**src/rtl/alu_op_sequencer_if.sv**
```systemverilog
// Command, alu-drive and result signals of alu_op_sequencer, bundled for port use.
// The slave side is the sequencer; the master side is whoever feeds commands and the alu stub.
interface alu_op_sequencer_if #(
  parameter int CNT_W = 8
);
  logic             iVALID;
  logic             oREADY;
  logic [3:0]       iA;
  logic [3:0]       iB;
  logic [3:0]       iINST;
  logic [3:0]       oALU_A;
  logic [3:0]       oALU_B;
  logic [3:0]       oALU_INST;
  logic [7:0]       iALU_RESULT;
  logic             oVALID;
  logic             iREADY;
  logic [7:0]       oRESULT;
  logic [CNT_W-1:0] oOP_CNT;
  logic             oFULL;
  logic             oEMPTY;

  modport slave (
    input  iVALID, iA, iB, iINST, iALU_RESULT, iREADY,
    output oREADY, oALU_A, oALU_B, oALU_INST, oVALID, oRESULT, oOP_CNT, oFULL, oEMPTY
  );

  modport master (
    output iVALID, iA, iB, iINST, iALU_RESULT, iREADY,
    input  oREADY, oALU_A, oALU_B, oALU_INST, oVALID, oRESULT, oOP_CNT, oFULL, oEMPTY
  );
endinterface

```
**src/rtl/alu_op_sequencer.sv**
```systemverilog
// Buffers (A, B, INST) commands, issues them one at a time to a combinational alu,
// registers its result and offers it downstream over a valid/ready handshake.
module alu_op_sequencer #(
  parameter int DEPTH = 4,
  parameter int CNT_W = 8
) (
  input logic              iCLK,
  input logic              iRSTn,
  alu_op_sequencer_if.slave bus
);

  localparam int AW = (DEPTH > 1) ? $clog2(DEPTH) : 1;
  localparam logic [AW:0] FULL_CNT = (AW + 1)'(DEPTH);

  typedef enum logic [1:0] {
    IDLE,
    ISSUE,
    CAPTURE,
    HOLD
  } state_t;

  typedef struct packed {
    logic [3:0] inst;
    logic [3:0] a;
    logic [3:0] b;
  } cmd_t;

  cmd_t             fifoMem [DEPTH];
  logic [AW-1:0]    wrPtr;
  logic [AW-1:0]    rdPtr;
  logic [AW:0]      fifoCount;
  logic             fifoFull;
  logic             fifoEmpty;
  logic             push;
  logic             pop;

  state_t           state;
  state_t           nextState;
  logic             doIssue;
  logic             doCapture;
  logic             handoff;

  cmd_t             aluCmd;
  logic [7:0]       resultReg;
  logic             resultValid;
  logic [CNT_W-1:0] opCnt;

  // Full/empty come from the registered count, so a freed slot shows up one cycle after a pop.
  assign fifoFull  = (fifoCount == FULL_CNT);
  assign fifoEmpty = (fifoCount == '0);
  assign push      = bus.iVALID && !fifoFull;
  assign pop       = doIssue;
  assign handoff   = resultValid && bus.iREADY;

  // NOTE: storage has no reset; only pointers and count define which entries are live.
  always_ff @(posedge iCLK) begin
    if (push) begin
      fifoMem[wrPtr] <= '{inst: bus.iINST, a: bus.iA, b: bus.iB};
    end
  end

  // NOTE: sequential state uses <= so every register samples pre-edge values.
  always_ff @(posedge iCLK or negedge iRSTn) begin
    if (!iRSTn) begin
      wrPtr     <= '0;
      rdPtr     <= '0;
      fifoCount <= '0;
    end else begin
      if (push) wrPtr <= wrPtr + AW'(1);
      if (pop)  rdPtr <= rdPtr + AW'(1);
      unique case ({push, pop})
        2'b10:   fifoCount <= fifoCount + (AW + 1)'(1);
        2'b01:   fifoCount <= fifoCount - (AW + 1)'(1);
        default: fifoCount <= fifoCount;
      endcase
    end
  end

  always_ff @(posedge iCLK or negedge iRSTn) begin
    if (!iRSTn) begin
      state <= IDLE;
    end else begin
      state <= nextState;
    end
  end

  // NOTE: every output of this block gets a default first, so no path can infer a latch.
  always_comb begin
    nextState = state;
    doIssue   = 1'b0;
    doCapture = 1'b0;
    unique case (state)
      IDLE: begin
        if (!fifoEmpty) begin
          doIssue   = 1'b1;
          nextState = ISSUE;
        end
      end
      ISSUE: begin
        doCapture = 1'b1;
        nextState = CAPTURE;
      end
      CAPTURE, HOLD: begin
        if (handoff) begin
          if (!fifoEmpty) begin
            doIssue   = 1'b1;
            nextState = ISSUE;
          end else begin
            nextState = IDLE;
          end
        end else begin
          nextState = HOLD;
        end
      end
      default: nextState = IDLE;
    endcase
  end

  // The alu inputs only move on an issue edge, so they still show the command whose result is pending.
  always_ff @(posedge iCLK or negedge iRSTn) begin
    if (!iRSTn) begin
      aluCmd      <= '0;
      resultReg   <= '0;
      resultValid <= 1'b0;
      opCnt       <= '0;
    end else begin
      if (doIssue) begin
        aluCmd <= fifoMem[rdPtr];
      end
      if (doCapture) begin
        resultReg   <= bus.iALU_RESULT;
        resultValid <= 1'b1;
      end else if (handoff) begin
        resultValid <= 1'b0;
      end
      if (handoff) begin
        opCnt <= opCnt + CNT_W'(1);
      end
    end
  end

  assign bus.oREADY    = !fifoFull;
  assign bus.oFULL     = fifoFull;
  assign bus.oEMPTY    = fifoEmpty;
  assign bus.oALU_A    = aluCmd.a;
  assign bus.oALU_B    = aluCmd.b;
  assign bus.oALU_INST = aluCmd.inst;
  assign bus.oVALID    = resultValid;
  assign bus.oRESULT   = resultReg;
  assign bus.oOP_CNT   = opCnt;

endmodule

```
**src/flat_wrapper.sv**
```systemverilog
// flat-port wrapper written by rule: the top's interface ports become plain ports
module alu_op_sequencer_flat 
#(
  parameter int DEPTH = 4,
  parameter int CNT_W = 8
)
  (iCLK, iRSTn, bus_iVALID, bus_iA, bus_iB, bus_iINST, bus_iALU_RESULT, bus_iREADY, bus_oREADY, bus_oALU_A, bus_oALU_B, bus_oALU_INST, bus_oVALID, bus_oRESULT, bus_oOP_CNT, bus_oFULL, bus_oEMPTY);
  alu_op_sequencer_if #(.CNT_W(CNT_W)) bus_i ();
  input logic iCLK;
  input logic iRSTn;
  input wire logic [$bits(bus_i.iVALID)-1:0] bus_iVALID;
  input wire logic [$bits(bus_i.iA)-1:0] bus_iA;
  input wire logic [$bits(bus_i.iB)-1:0] bus_iB;
  input wire logic [$bits(bus_i.iINST)-1:0] bus_iINST;
  input wire logic [$bits(bus_i.iALU_RESULT)-1:0] bus_iALU_RESULT;
  input wire logic [$bits(bus_i.iREADY)-1:0] bus_iREADY;
  output wire logic [$bits(bus_i.oREADY)-1:0] bus_oREADY;
  output wire logic [$bits(bus_i.oALU_A)-1:0] bus_oALU_A;
  output wire logic [$bits(bus_i.oALU_B)-1:0] bus_oALU_B;
  output wire logic [$bits(bus_i.oALU_INST)-1:0] bus_oALU_INST;
  output wire logic [$bits(bus_i.oVALID)-1:0] bus_oVALID;
  output wire logic [$bits(bus_i.oRESULT)-1:0] bus_oRESULT;
  output wire logic [$bits(bus_i.oOP_CNT)-1:0] bus_oOP_CNT;
  output wire logic [$bits(bus_i.oFULL)-1:0] bus_oFULL;
  output wire logic [$bits(bus_i.oEMPTY)-1:0] bus_oEMPTY;
  assign bus_i.iVALID = bus_iVALID;
  assign bus_i.iA = bus_iA;
  assign bus_i.iB = bus_iB;
  assign bus_i.iINST = bus_iINST;
  assign bus_i.iALU_RESULT = bus_iALU_RESULT;
  assign bus_i.iREADY = bus_iREADY;
  assign bus_oREADY = bus_i.oREADY;
  assign bus_oALU_A = bus_i.oALU_A;
  assign bus_oALU_B = bus_i.oALU_B;
  assign bus_oALU_INST = bus_i.oALU_INST;
  assign bus_oVALID = bus_i.oVALID;
  assign bus_oRESULT = bus_i.oRESULT;
  assign bus_oOP_CNT = bus_i.oOP_CNT;
  assign bus_oFULL = bus_i.oFULL;
  assign bus_oEMPTY = bus_i.oEMPTY;
  alu_op_sequencer #(.DEPTH(DEPTH), .CNT_W(CNT_W)) u_core (.iCLK(iCLK), .iRSTn(iRSTn), .bus(bus_i));
endmodule
```
**config.mk**
```make
export PLATFORM = sky130hd
export DESIGN_NAME = alu_op_sequencer_flat
export DESIGN_NICKNAME = d
export VERILOG_FILES = /design/src/rtl/alu_op_sequencer_if.sv /design/src/rtl/alu_op_sequencer.sv /design/src/flat_wrapper.sv
export SDC_FILE = /design/constraint.sdc
export NUM_CORES = 1
export LEC_CHECK = 0
export CORE_ASPECT_RATIO = 1.4
export CORE_MARGIN = 2
export CORE_UTILIZATION = 57
export CTS_CLUSTER_DIAMETER = 30
export DETAILED_ROUTE_END_ITERATION = 10
export PLACE_DENSITY_LB_ADDON = 0.3
export SYNTH_ARGS = -nofsm -noshare
export SYNTH_HDL_FRONTEND = slang
export SYNTH_SLANG_ARGS = --single-unit
export TNS_END_PERCENT = 100
```
**constraint.sdc**
```tcl
create_clock -name iCLK -period 5.3 [get_ports iCLK]
set_clock_uncertainty 0.15 [all_clocks]
set_input_delay 0.795 -clock iCLK [delete_from_list [all_inputs] [get_ports iCLK]]
set_output_delay 0.795 -clock iCLK [all_outputs]
set_load 0.01 [all_outputs]
```
Yosys cells after proc, flatten, opt, wreduce, memory -nomap -nowiden:

Memories as Yosys holds them, arrays and structs flattened. A register that Yosys moved wholly into a read port is not among the register bits.
Index checks and enable logic that the tools add are counted.

* ROM bits: 0
* RAM bits: 48
* bits in latches: 0
* memories kept: 1
* word-level logic and storage cells: 42
* flip-flop bits (word level): 26

* shifts and indexed selects: 0
* bitwise operators: 0
* equal/unequal tests: 7
* div/mod/pow operators: 0
* order comparisons: 0
* reductions and logical operators: 9
* muxes and demuxes: 13
* multipliers: 0
* add/subtract/negate cells: 5

Memory list
* u_core.fifoMem: depth 4, bits a word 12, read ports 1, clocked after memory_dff 1, wr ports 1, RTL line alu_op_sequencer.sv:28 `cmd_t fifoMem [DEPTH];`

Operators by type and width (count)
* 8-bit by 1-bit adder with 8-bit output (second input constant): 1
* 1-bit 2-to-1 mux: 8
* 2-bit equality test (second input constant): 3
* 2-bit one-hot mux with 3 select lines: 1
* 3-bit one-hot mux with 2 select lines: 1
* 2-bit by 1-bit adder with 2-bit output (second input constant): 2
* 2-bit by 1-bit equality test with 1-bit output (second input constant): 2
* 2-bit 2-to-1 mux: 2
* 2-bit nonzero test: 2
* 3-bit by 1-bit adder with 3-bit output (second input constant): 1
* 3-bit equality test (second input constant): 1
* 3-bit zero test: 1
* 3-bit by 1-bit subtractor with 3-bit output (second input constant): 1
* 1-bit logical AND: 2
* 1-bit zero test: 2
* 2-bit zero test: 1
* 2-bit != test (second input constant): 1
* 1-bit one-hot mux with 2 select lines: 1
* 2-bit OR reduction: 1

Depth between registers and ports, before layout:

Gate-level depths: netlist of the first run.

* depth after elaboration: 6
* gate-level depth with buffers: 11
* depth with buffers taken out: 11

Least setup slack after synthesis of the first run:

OpenSTA, ideal clock, no wires.

* kind: input-to-reg
* from: input port bus_iREADY
* to: register u_core.fifoCount[2]
* data arrival time: 2.387 ns
* stages: 9
* slack: 2.683 ns
* required time: 5.071 ns
* buffers on the path: 1
* cell sequence: nand2_2 a211oi_4 buf_6 ha_1 inv_1 fa_1 xor2_1 nor2_1 xor2_1

* longest elaborated chain between the ends: 5

Ends and longest elaborated chain
* from (decl): RTL line flat_wrapper.sv:16 `input wire logic [$bits(bus_i.iREADY)-1:0] bus_iREADY;`
* 1-bit logical AND (*): RTL line alu_op_sequencer.sv:53 `assign handoff = resultValid && bus.iREADY;`
* 1-bit 2-to-1 mux (*): RTL line alu_op_sequencer.sv:104 `if (handoff) begin`
* 1-bit one-hot mux with 2 select lines (*): RTL line alu_op_sequencer.sv:92 `unique case (state)`
* via u_core.doIssue: RTL line alu_op_sequencer.sv:39 `logic doIssue;`
* 2-bit by 1-bit equality test with 1-bit output / 2-bit equality test (equally long branches): RTL line alu_op_sequencer.sv:71 `unique case ({push, pop})`
* 3-bit one-hot mux with 2 select lines / 2-bit nonzero test (equally long branches)
* to (signal assigned): RTL line alu_op_sequencer.sv:72 `2'b10: fifoCount <= fifoCount + (AW + 1)'(1);`
* to (signal assigned): RTL line alu_op_sequencer.sv:73 `2'b01: fifoCount <= fifoCount - (AW + 1)'(1);`
* to (signal assigned): RTL line alu_op_sequencer.sv:74 `default: fifoCount <= fifoCount;`
* to (decl): RTL line alu_op_sequencer.sv:31 `logic [AW:0] fifoCount;`

The timed path passes the listed nets; every way through them passes the cells marked *.
A chain may end at the register's enable or synchronous reset.

Worst setup path in the final report of the first run:

* from: input port bus_iREADY
* to: register u_core.fifoCount[2]

* longest elaborated chain between the ends: 5

Ends and longest elaborated chain (RTL line)
* 1-bit logical AND (*): alu_op_sequencer.sv:53
* 1-bit 2-to-1 mux (*): alu_op_sequencer.sv:104
* 1-bit one-hot mux with 2 select lines (*): alu_op_sequencer.sv:92
* 2-bit by 1-bit equality test with 1-bit output / 2-bit equality test (equally long branches): alu_op_sequencer.sv:71
* 3-bit one-hot mux with 2 select lines / 2-bit nonzero test (equally long branches)

Mark *: on every way between the ends. The rest lies on a longest branch, timed or not.

==> summary.txt, run 1 <==
Drt
  – Routed length per instance: 17.1 um
  – DRT iter0 DRCs: 69
  – Total number of vias: 1740
  – DRC Markers: 0
  – First drt pass iteration count: 5
  – Via density per instance: 5.45
  – Remaining number of nets flagged by the antenna check after routing: 0
  – Total routed wirelength: 5.47 mm

Worst setup path
  – Critical path origin: bus_iREADY
  – Req. time, crit path: 5.41 ns
  – Critical Path Slowest Stage Cell: a211oi_4
  – Kind of end point of the critical path: register
  – Critical Setup Path Class: in2reg
  – Worst-path cell chain: clkdlybuf4s50_1, nand2_2, a211oi_4, ha_1, inv_1, fa_1, xor2_1, nor2_1, xor2_1
  – Buffers and inverters on the worst path: 2
  – Crit-path most repeated cell: xor2_1
  – Top Family by Delay on Critical Path: compound AO/OA/AOI/OAI gates
  – Critical path fanouts, max: 14
  – Reg2reg start: u_core.state[1]$_DFFE_PN0P_
  – Startpoint type of the worst setup path: primary input
  – Endpoint arrival time on the critical path: 3.37 ns
  – Worst stage delay on the critical path: 0.73 ns

Placed design
  – Port buffer count: 55
  – Cells after DPL: 303
  – Detailed-placement wirelength estimate: 3.60 mm
  – Last weighted congestion value of the routability-driven placer: 0.727

Die
  – Number of placement rows: 33
  – Initial core utilization: 0.587
  – Die outline height: 95.6 um
  – Area of the core region: 5820 um^2
  – Die area: 6640 um^2
  – Top-level I/O count: 56
  – Die extent in x: 69.4 um

Yosys
  – Count of cell types in the netlist: 27
  – Cell taking the most area after synthesis: edfxtp_1
  – Netlist Area Pre-Place: 3420 um^2
  – Nets in the synthesized netlist: 213
  – Mapped Avg Cell Area: 18.8 um^2
  – Ranking of synthesized cells by area: edfxtp_1, dfrtp_1, mux4_1
  – Number of standard cells after synthesis: 182
  – Yosys top cell area share: 0.422
  – Sequential fraction of the synthesis area: 0.700
  – Count of yosys warnings during synthesis: 0
  – #FFs+latches synth: 86

Clocking
  – Number of clock sinks seen by CTS: 86
  – TritonCTS clock tree: done
  – CTS H-Tree Depth: 3
  – CTS Buf Count: 9
  – Clock root buffer master: clkbuf_8
  – Cts-stage hold buffer count: 0
  – Clock slew at the register clock pins of the worst setup and hold paths: 0.08 ns
  – Clock insertion delay at the later pin of the skew report: 0.33 ns
  – Count of instances resized after the clock tree is built: 0
  – Total setup buffers inserted after CTS: 0
  – Max Buffers Root-to-Sink: 2

Power and ir drop
  – Maximum VDD drop: 0.000300 V
  – Power per Cell Area: 573 nW/um^2
  – Leak Pwr: 1.65 nW

Layout
  – Inserted Diodes: 0
  – Post-Layout Cell Count: 319
  – Share of final-layout standard cells stronger than drive strength 1: 0.161
  – Total Nets Final: 275
  – Relative area change from synthesis to final layout: 23.7%

STA
  – Total count of hold-check failures in the final report: 0
  – Unrepaired setup endpoints after global routing: false
  – Final setup violation count: 0
  – Max-slew violations: 0
  – FMAX: 307 MHz
  – Headroom to the max-slew limit: 0.444
  – Minimum clock period after layout: 3.25 ns
  – Final period utilization: 0.614
  – Setup TNS: 0 ns
  – Worst Max-Slew Pin Slew: 0.834 ns

GRT
  – Maximum number of pins on one net before global-route repair: 39
  – GRT Total Usage: 0.180
  – Number of global-route vias before repair: 1788
  – Global-route wire length before repair: 8.88 mm
  – Initial antenna violation count: 0
  – Total global routing overflow: 0

Worst hold path
  – Hold Path Origin: u_core.bus.oOP_CNT[7]$_DFFE_PN0P_
  – Hold Path Class: reg2reg

Flow run
  – Maximum capacitance violations: 0

Outcome
  – Status: finished clean
==> state kept, by name, summed over array words and instances (netlist names) <==
name	cells
u_core.bus.oOP_CNT	8
u_core.fifoMem	48
u_core.state	2
u_core.bus.oRESULT	8
u_core.wrPtr	2
u_core.fifoCount	3
u_core.bus.oALU_INST	4
u_core.bus.oALU_B	4
u_core.rdPtr	2
u_core.bus.oVALID	1
u_core.bus.oALU_A	4
==> worst reg2reg max path: cells and delay by family (launching register included) <==
family / cells / cell delay, ns
flops: 1 / 0.46
simple gates: 2 / 0.30
xor+xnor: 2 / 0.30
buf+inv: 1 / 0.06
fa+ha+maj: 2 / 0.67
compound gates: 1 / 0.71
==> cells in the final DEF, fill, tap and decap left out <==
cell type,Yosys,final
mux2_2,21,21
clkdlybuf4s50_1,0,54
edfxtp_1,48,48
a2111oi_0,1,1
nor3_1,2,2
mux2i_1,1,1
clkbuf_1,1,3
clkinvlp_4,0,1
o21ai_0,1,1
nand3_1,3,3
and2_1,4,4
nor2_1,4,4
dfrtp_1,38,38
fa_1,1,1
bufinv_16,0,2
nor2b_2,2,2
inv_1,9,9
ha_1,6,6
nand4_1,1,1
nand2_2,1,1
xor2_1,8,8
clkinv_1,0,1
a211oi_4,1,1
mux2_4,1,1
a21o_1,2,2
nand2_1,5,5
buf_2,1,1
clkbuf_8,0,9
nor3_2,1,1
mux4_1,12,12
xnor2_1,5,5
==> cell type report <==
class                      instances  area (um^2)
clock buffer                      12          135
clock inverter                     4         71.3
fill                             384         1600
inverter                           9         33.8
multi-input combinational         83          958
sequential                        86         2390
tap                               70         87.6
timing repair buffer              55          546
==> synthesized netlist by cell type <==
cell type	count
a2111oi_0	1
a211oi_4	1
a21o_1	2
and2_1	4
buf_2	1
buf_6	2
clkbuf_1	1
dfrtp_1	38
edfxtp_1	48
fa_1	1
ha_1	6
inv_1	9
mux2_2	21
mux2_4	1
mux2i_1	1
mux4_1	12
nand2_1	5
nand2_2	1
nand3_1	3
nand4_1	1
nor2_1	4
nor2b_2	2
nor3_1	2
nor3_2	1
o21ai_0	1
xnor2_1	5
xor2_1	8
==> worst paths after layout <==
path	to	slack, ns	cells past startpoint
worst max-delay path	u_core.fifoCount[2]$_DFFE_PN0P_	2.05	9
worst min-delay path	u_core.bus.oOP_CNT[7]$_DFFE_PN0P_	0.33	1
worst max register to register	u_core.fifoCount[2]$_DFFE_PN0P_	2.60	8
worst min register to register	u_core.bus.oOP_CNT[7]$_DFFE_PN0P_	0.33	1
max in group asynchronous	u_core.bus.oRESULT[0]$_DFFE_PN0P_	4.06	1
min in group asynchronous	u_core.bus.oOP_CNT[5]$_DFFE_PN0P_	0.41	1
==> cells by family after synthesis <==
group	Yosys count	share of synthesized area
AND/OR/NAND/NOR	23	0.0363
multiplexers	35	0.169
flip-flops	86	0.700
XOR/XNOR	13	0.0333
adder cells (fa/ha/maj)	7	0.0278
buffers and inverters	13	0.0190
AO/OA/AOI/OAI	5	0.0143
==> per-stage QoR <==
stage                     total power, mW   util  cell area, um^2  setup WS (ns)  hold slack [ns]
after floorplan                      1.62      -             3420           2.68            0.331
after global routing                 2.57  0.726             4220           1.89            0.359
after global placement               1.94  0.690             4020           1.76            0.307
final                                2.42  0.726             4220           2.05            0.330
after CTS                            2.45  0.726             4220           2.03            0.333
after detailed placement             1.98  0.690             4020           1.68            0.318
==> report_power, final <==
group / switching, mW / internal [mW] / total, mW
clock network: 0.209 / 0.265 / 0.474
registers: 0.159 / 0.935 / 1.09
logic: 0.343 / 0.509 / 0.853
total: 0.712 / 1.71 / 2.42
==> layer usage <==
metal  up-vias  part of all wire  global-route usage
li1        803                 -                   -
met1       874              0.40               0.219
met2        56              0.53               0.311
met3         7             0.055              0.0433
met4         0             0.012              0.0735
met5         -                 0                   0
No activity file was read; power rests on OpenSTA's default activity.
==> run 2, diff against run 1 <==
--- a/config.mk
+++ b/config.mk
@@ -7,7 +7,7 @@
 export LEC_CHECK = 0
 export CORE_ASPECT_RATIO = 1.4
 export CORE_MARGIN = 2
-export CORE_UTILIZATION = 57
+export CORE_UTILIZATION = 53
 export CTS_CLUSTER_DIAMETER = 30
 export DETAILED_ROUTE_END_ITERATION = 10
 export PLACE_DENSITY_LB_ADDON = 0.3
==> constraint.sdc (replaced) <==
create_clock -name iCLK -period 3.3 [get_ports iCLK]
set_clock_uncertainty 0.15 [all_clocks]
set_input_delay 0.495 -clock iCLK [delete_from_list [all_inputs] [get_ports iCLK]]
set_output_delay 0.495 -clock iCLK [all_outputs]
set_load 0.01 [all_outputs]
==> run 2 against run 1 <==
  * Core utilization is 4.3 points lower
  * Final cell count is 0.94% higher
  * Sequential cell count stayed put
  * Critical path type unchanged
  * Clock-buffer cell count is 1 lower
  * Largest power group unchanged
==> summary.txt, run 2 (same netlist as run 1, synthesis figures left out) <==
Outcome
  – Status: finished clean

STA
  – FMAX: 420 MHz
  – Final setup violation count: 0
  – Setup ws final: 0.921 ns
  – Headroom to the max-slew limit: 0.434
  – Worst Max-Slew Pin Slew: 0.850 ns
  – Final period utilization: 0.721
  – Unrepaired setup endpoints after global routing: false
  – Final hold slack: 0.113 ns
  – Total count of hold-check failures in the final report: 0
  – Minimum clock period after layout: 2.38 ns
  – Max-slew violations: 0
  – Setup TNS: 0 ns

Worst hold path
  – Hold Path Class: in2async

Layout
  – Relative area change from synthesis to final layout: 24.2%
  – Post-layout util: 0.683
  – Total Nets Final: 276
  – Filler cell count in the final layout: 438
  – Non-Filler Cell Area, Final: 4240 um^2
  – Share of final-layout standard cells stronger than drive strength 1: 0.168
  – Inserted Diodes: 0
  – Commonest non-fill, non-tap cells in the layout: clkdlybuf4s50_1, edfxtp_1, dfrtp_1
  – Top register by number of flip-flops: u_core.fifoMem
  – Max reg flops: 48
  – Most common cell after layout, fill and taps aside: clkdlybuf4s50_1
  – Post-Layout Cell Count: 322

Clocking
  – Cts-stage hold buffer count: 0
  – TritonCTS clock tree: done
  – Clock slew at the register clock pins of the worst setup and hold paths: 0.07 ns
  – Clock root buffer master: clkbuf_8
  – Max Buffers Root-to-Sink: 2
  – CTS H-Tree Depth: 3
  – CTS Buf Count: 9
  – Clock insertion delay at the later pin of the skew report: 0.33 ns
  – Total setup buffers inserted after CTS: 0
  – Count of instances resized after the clock tree is built: 0
  – Number of clock sinks seen by CTS: 86

Drt
  – DRT iter0 DRCs: 100
  – First drt pass iteration count: 4
  – Total routed wirelength: 5.34 mm
  – Remaining number of nets flagged by the antenna check after routing: 0
  – Via density per instance: 5.45
  – Routed length per instance: 16.6 um
  – DRC Markers: 0
  – Total number of vias: 1754

Die
  – Initial core utilization: 0.550
  – Die extent in x: 71.9 um
  – Number of placement rows: 34
  – Die area: 7110 um^2
  – Top-level I/O count: 56
  – Die outline height: 99.0 um
  – Area of the core region: 6210 um^2

Power and ir drop
  – Power per Cell Area: 917 nW/um^2
  – Total power draw: 3.89 mW
  – Maximum VDD drop: 0.000468 V
  – Leak Pwr: 1.66 nW

GRT
  – Global-route wire length before repair: 8.83 mm
  – GRT Total Usage: 0.170
  – Number of global-route vias before repair: 1804
  – Maximum number of pins on one net before global-route repair: 39
  – Initial antenna violation count: 0
  – Total global routing overflow: 0

Worst setup path
  – Critical path fanouts, max: 6
  – Req. time, crit path: 3.41 ns
  – Worst stage delay on the critical path: 0.54 ns
  – Startpoint type of the worst setup path: primary input
  – Slack of the worst reg-to-reg path: 1.13 ns
  – Top Family by Delay on Critical Path: buffers and inverters
  – Worst-path cell chain: clkdlybuf4s50_1, nand2_2, a211oi_4, ha_1, inv_1, fa_1, xor2_1, nor2_1, xor2_1
  – Kind of end point of the critical path: register
  – Critical Path Slowest Stage Cell: clkdlybuf4s50_1
  – Critical Setup Path Class: in2reg
  – Buffers and inverters on the worst path: 2
  – Crit-path most repeated cell: xor2_1
  – Endpoint arrival time on the critical path: 2.49 ns

Placed design
  – Port buffer count: 55
  – Last weighted congestion value of the routability-driven placer: 0.724
  – Total placed instance area: 4030 um^2
  – Cells after DPL: 306
  – Pre-CTS setup slack: 0.566 ns
  – Detailed-placement wirelength estimate: 3.60 mm

Flow run
  – Maximum capacitance violations: 0
run 2: cell type report:
| class | count | area [um^2] | area share |
|---|---|---|---|
| Sequential cell | 86 | 2390 | 0.564 |
| Multi-Input combinational cell | 83 | 958 | 0.226 |
| Timing Repair Buffer | 56 | 553 | 0.130 |
| Clock buffer | 11 | 141 | 0.0333 |
| Tap cell | 72 | 90.1 | 0.0212 |
| Clock inverter | 5 | 72.6 | 0.0171 |
| Inverter | 9 | 33.8 | 0.00796 |
run 2: worst paths after layout:
kind | end | startpoint | cells past startpoint
max | u_core.fifoCount[2]$_DFFE_PN0P_ | bus_iREADY | 9
min | u_core.bus.oOP_CNT[7]$_DFFE_PN0P_ | iRSTn | 1
max reg2reg | u_core.fifoCount[2]$_DFFE_PN0P_ | u_core.state[1]$_DFFE_PN0P_ | 8
min reg2reg | u_core.bus.oOP_CNT[7]$_DFFE_PN0P_ | u_core.bus.oOP_CNT[7]$_DFFE_PN0P_ | 1
max in group asynchronous | u_core.wrPtr[1]$_DFFE_PN0P_ | iRSTn | 1
min in group iCLK | u_core.bus.oOP_CNT[7]$_DFFE_PN0P_ | u_core.bus.oOP_CNT[7]$_DFFE_PN0P_ | 1
run 2: worst reg2reg max path, cell delays in order, from the launching register on:
cell and delay, ns:
dfrtp_1 0.45, nor2b_2 0.54, a211oi_4 0.09, ha_1 0.25, inv_1 0.07, fa_1 0.17
xor2_1 0.15, nor2_1 0.06, xor2_1 0.13
run 2: power breakdown:
part           total, mW  internal, mW  switching (mW)
registers           1.75          1.50           0.250
logic               1.37         0.827           0.542
clock network      0.769         0.441           0.328
total               3.89          2.77            1.12
run 2: metal layers:
| metal | track usage | part of all wire |
|---|---|---|
| met1 | 0.208 | 0.40 |
| met3 | 0.0470 | 0.061 |
| met4 | 0.0784 | 0.017 |
| met5 | 0 | 0 |
| met2 | 0.278 | 0.53 |
==> run 3, diff against run 2 <==
==> constraint.sdc (replaced) <==
create_clock -name iCLK -period 2.33 [get_ports iCLK]
set_clock_uncertainty 0.15 [all_clocks]
set_input_delay 0.3495 -clock iCLK [delete_from_list [all_inputs] [get_ports iCLK]]
set_output_delay 0.3495 -clock iCLK [all_outputs]
set_load 0.01 [all_outputs]
==> run 3 against run 2 <==
  * Via count is 1.9% higher
  * Wire length up 7.2%
  * Sequential power grew 39%
  * Non-clock buffer count grew 11
  * Sequential share of layout area decreased by 1.2 points
  * Critical path type is now reg2out
  * Critical endpoint is now bus_oEMPTY
==> summary.txt, run 3 (same netlist as run 1, synthesis figures left out) <==
Outcome
  – Status: finished clean

Worst setup path
  – Slack of the worst reg-to-reg path: 0.20 ns
  – R2R depth: 11
  – Worst setup path end: bus_oEMPTY
  – Reg2reg start: u_core.fifoCount[1]$_DFFE_PN0P_
  – Startpoint type of the worst setup path: register
  – Kind of end point of the critical path: output port
  – Critical Setup Path Class: reg2out
  – Critical path fanouts, max: 4
  – Critical path origin: u_core.fifoCount[2]$_DFFE_PN0P_
  – Endpoint arrival time on the critical path: 1.70 ns
  – Endpoint of the lowest-slack register-to-register path: u_core.fifoCount[2]$_DFFE_PN0P_
  – Req. time, crit path: 1.83 ns

STA
  – Final period utilization: 0.942
  – Max-slew violations: 0
  – Headroom to the max-slew limit: 0.432
  – Total count of hold-check failures in the final report: 0
  – Unrepaired setup endpoints after global routing: false
  – Worst Max-Slew Pin Slew: 0.852 ns
  – FMAX: 456 MHz
  – Final setup violation count: 0
  – Minimum clock period after layout: 2.19 ns
  – Final hold slack: 0.317 ns

Worst hold path
  – Hold Path Class: reg2reg
  – Hold Path Origin: u_core.bus.oOP_CNT[7]$_DFFE_PN0P_

Die
  – Top-level I/O count: 56
  – Die outline height: 99.0 um
  – Area of the core region: 6210 um^2
  – Die extent in x: 71.9 um
  – Number of placement rows: 34
  – Initial core utilization: 0.550
  – Die area: 7110 um^2

Placed design
  – Cells after DPL: 316
  – Total placed instance area: 4100 um^2
  – Port buffer count: 55
  – Last weighted congestion value of the routability-driven placer: 0.773
  – Detailed-placement wirelength estimate: 3.81 mm

Drt
  – Highest signal layer in the routed design: met4
  – Total number of vias: 1787
  – DRC Markers: 0
  – Via density per instance: 5.37
  – Total routed wirelength: 5.72 mm
  – Post-Route M1 WL: 2.32 mm
  – Remaining number of nets flagged by the antenna check after routing: 0
  – Metal2 WL: 3.04 mm
  – Detail Route met3 WL: 279 um
  – Routed length per instance: 17.2 um
  – First drt pass iteration count: 4
  – DRT iter0 DRCs: 84

Clocking
  – Number of clock sinks seen by CTS: 86
  – Total setup buffers inserted after CTS: 0
  – Max Buffers Root-to-Sink: 2
  – CTS Buf Count: 9
  – CTS H-Tree Depth: 3
  – Clock root buffer master: clkbuf_8
  – Clock slew at the register clock pins of the worst setup and hold paths: 0.08 ns
  – Clock insertion delay at the later pin of the skew report: 0.34 ns
  – TritonCTS clock tree: done

GRT
  – Number of global-route vias before repair: 1905
  – Maximum number of pins on one net before global-route repair: 39
  – Global-route wire length before repair: 9.26 mm
  – Initial antenna violation count: 0
  – Total global routing overflow: 0
  – GRT Total Usage: 0.177

Layout
  – Commonest non-fill, non-tap cells in the layout: clkdlybuf4s50_1, edfxtp_1, dfrtp_1
  – Inserted Diodes: 0
  – Share of final-layout standard cells stronger than drive strength 1: 0.203
  – Most common cell after layout, fill and taps aside: clkdlybuf4s50_1
  – Storage cell area: 2390 um^2
  – Max reg flops: 48
  – Relative area change from synthesis to final layout: 26.9%
  – Area used by multi-input combinational logic: 965 um^2
  – Filler cell count in the final layout: 417
  – Post-layout util: 0.698
  – Non-Filler Cell Area, Final: 4330 um^2
  – Post-Layout Cell Count: 333
  – Top register by number of flip-flops: u_core.fifoMem
  – Total Nets Final: 287

Power and ir drop
  – Maximum VDD drop: 0.000786 V
  – Leak Pwr: 1.72 nW
  – Power per Cell Area: 1310 nW/um^2

Flow run
  – Maximum capacitance violations: 0
-- run 3: through the flow --
step	total power, mW	TNS, ns	setup slack [ns]
detailed placement	4.60	-0.123	-0.123
global placement	4.51	-0.0955	-0.0955
CTS	5.72	0	0.0515
floorplan	3.68	0	0.0266
finish	5.67	0	0.135
global route	5.99	0	0.00685
-- run 3: cell type report --
| class | instances | share of cell area |
|---|---|---|
| Clock buffer | 12 | 0.0335 |
| Clock inverter | 4 | 0.0162 |
| Inverter | 9 | 0.00779 |
| Multi-Input combinational cell | 83 | 0.223 |
| Sequential cell | 86 | 0.552 |
| Tap cell | 72 | 0.0208 |
| Timing Repair Buffer | 67 | 0.147 |
-- run 3: how the worst min path moves through the flow --
stage                     cells after the start                                end  slack [ns]
final                                         1  u_core.bus.oOP_CNT[7]$_DFFE_PN0P_        0.32
after global routing                          1  u_core.bus.oOP_CNT[7]$_DFFE_PN0P_        0.36
after CTS                                     1  u_core.bus.oOP_CNT[7]$_DFFE_PN0P_        0.32
after detailed placement                      1  u_core.bus.oOP_CNT[7]$_DFFE_PN0P_        0.31
after global placement                        1  u_core.bus.oOP_CNT[7]$_DFFE_PN0P_        0.31
after floorplan                               0   u_core.bus.oALU_A[0]$_DFFE_PN0P_        -0.1
-- run 3: routing by layer --
layer,vias up,track usage
li1,828,-
met1,898,0.202
met2,54,0.311
met3,7,0.0399
met4,0,0.0842
met5,-,0
-- run 3: worst max-delay path, cell delays in order (launching register included) --
cell and delay (ns):
dfrtp_1 0.44, nor3_4 0.31, clkdlybuf4s50_1 0.60
-- run 3: power breakdown --
| group | internal [mW] | total [mW] | switching (mW) |
|---|---|---|---|
| clock | 0.631 | 1.11 | 0.482 |
| combinational | 1.25 | 2.11 | 0.867 |
| sequential | 2.12 | 2.44 | 0.317 |
| total | 4.00 | 5.67 | 1.67 |
-- run 3: timing repair --
item	CTS	global route
hold buffers	1	0
gates resized for setup	0	1
setup endpoints to repair	0	1
hold endpoints to repair	38	0
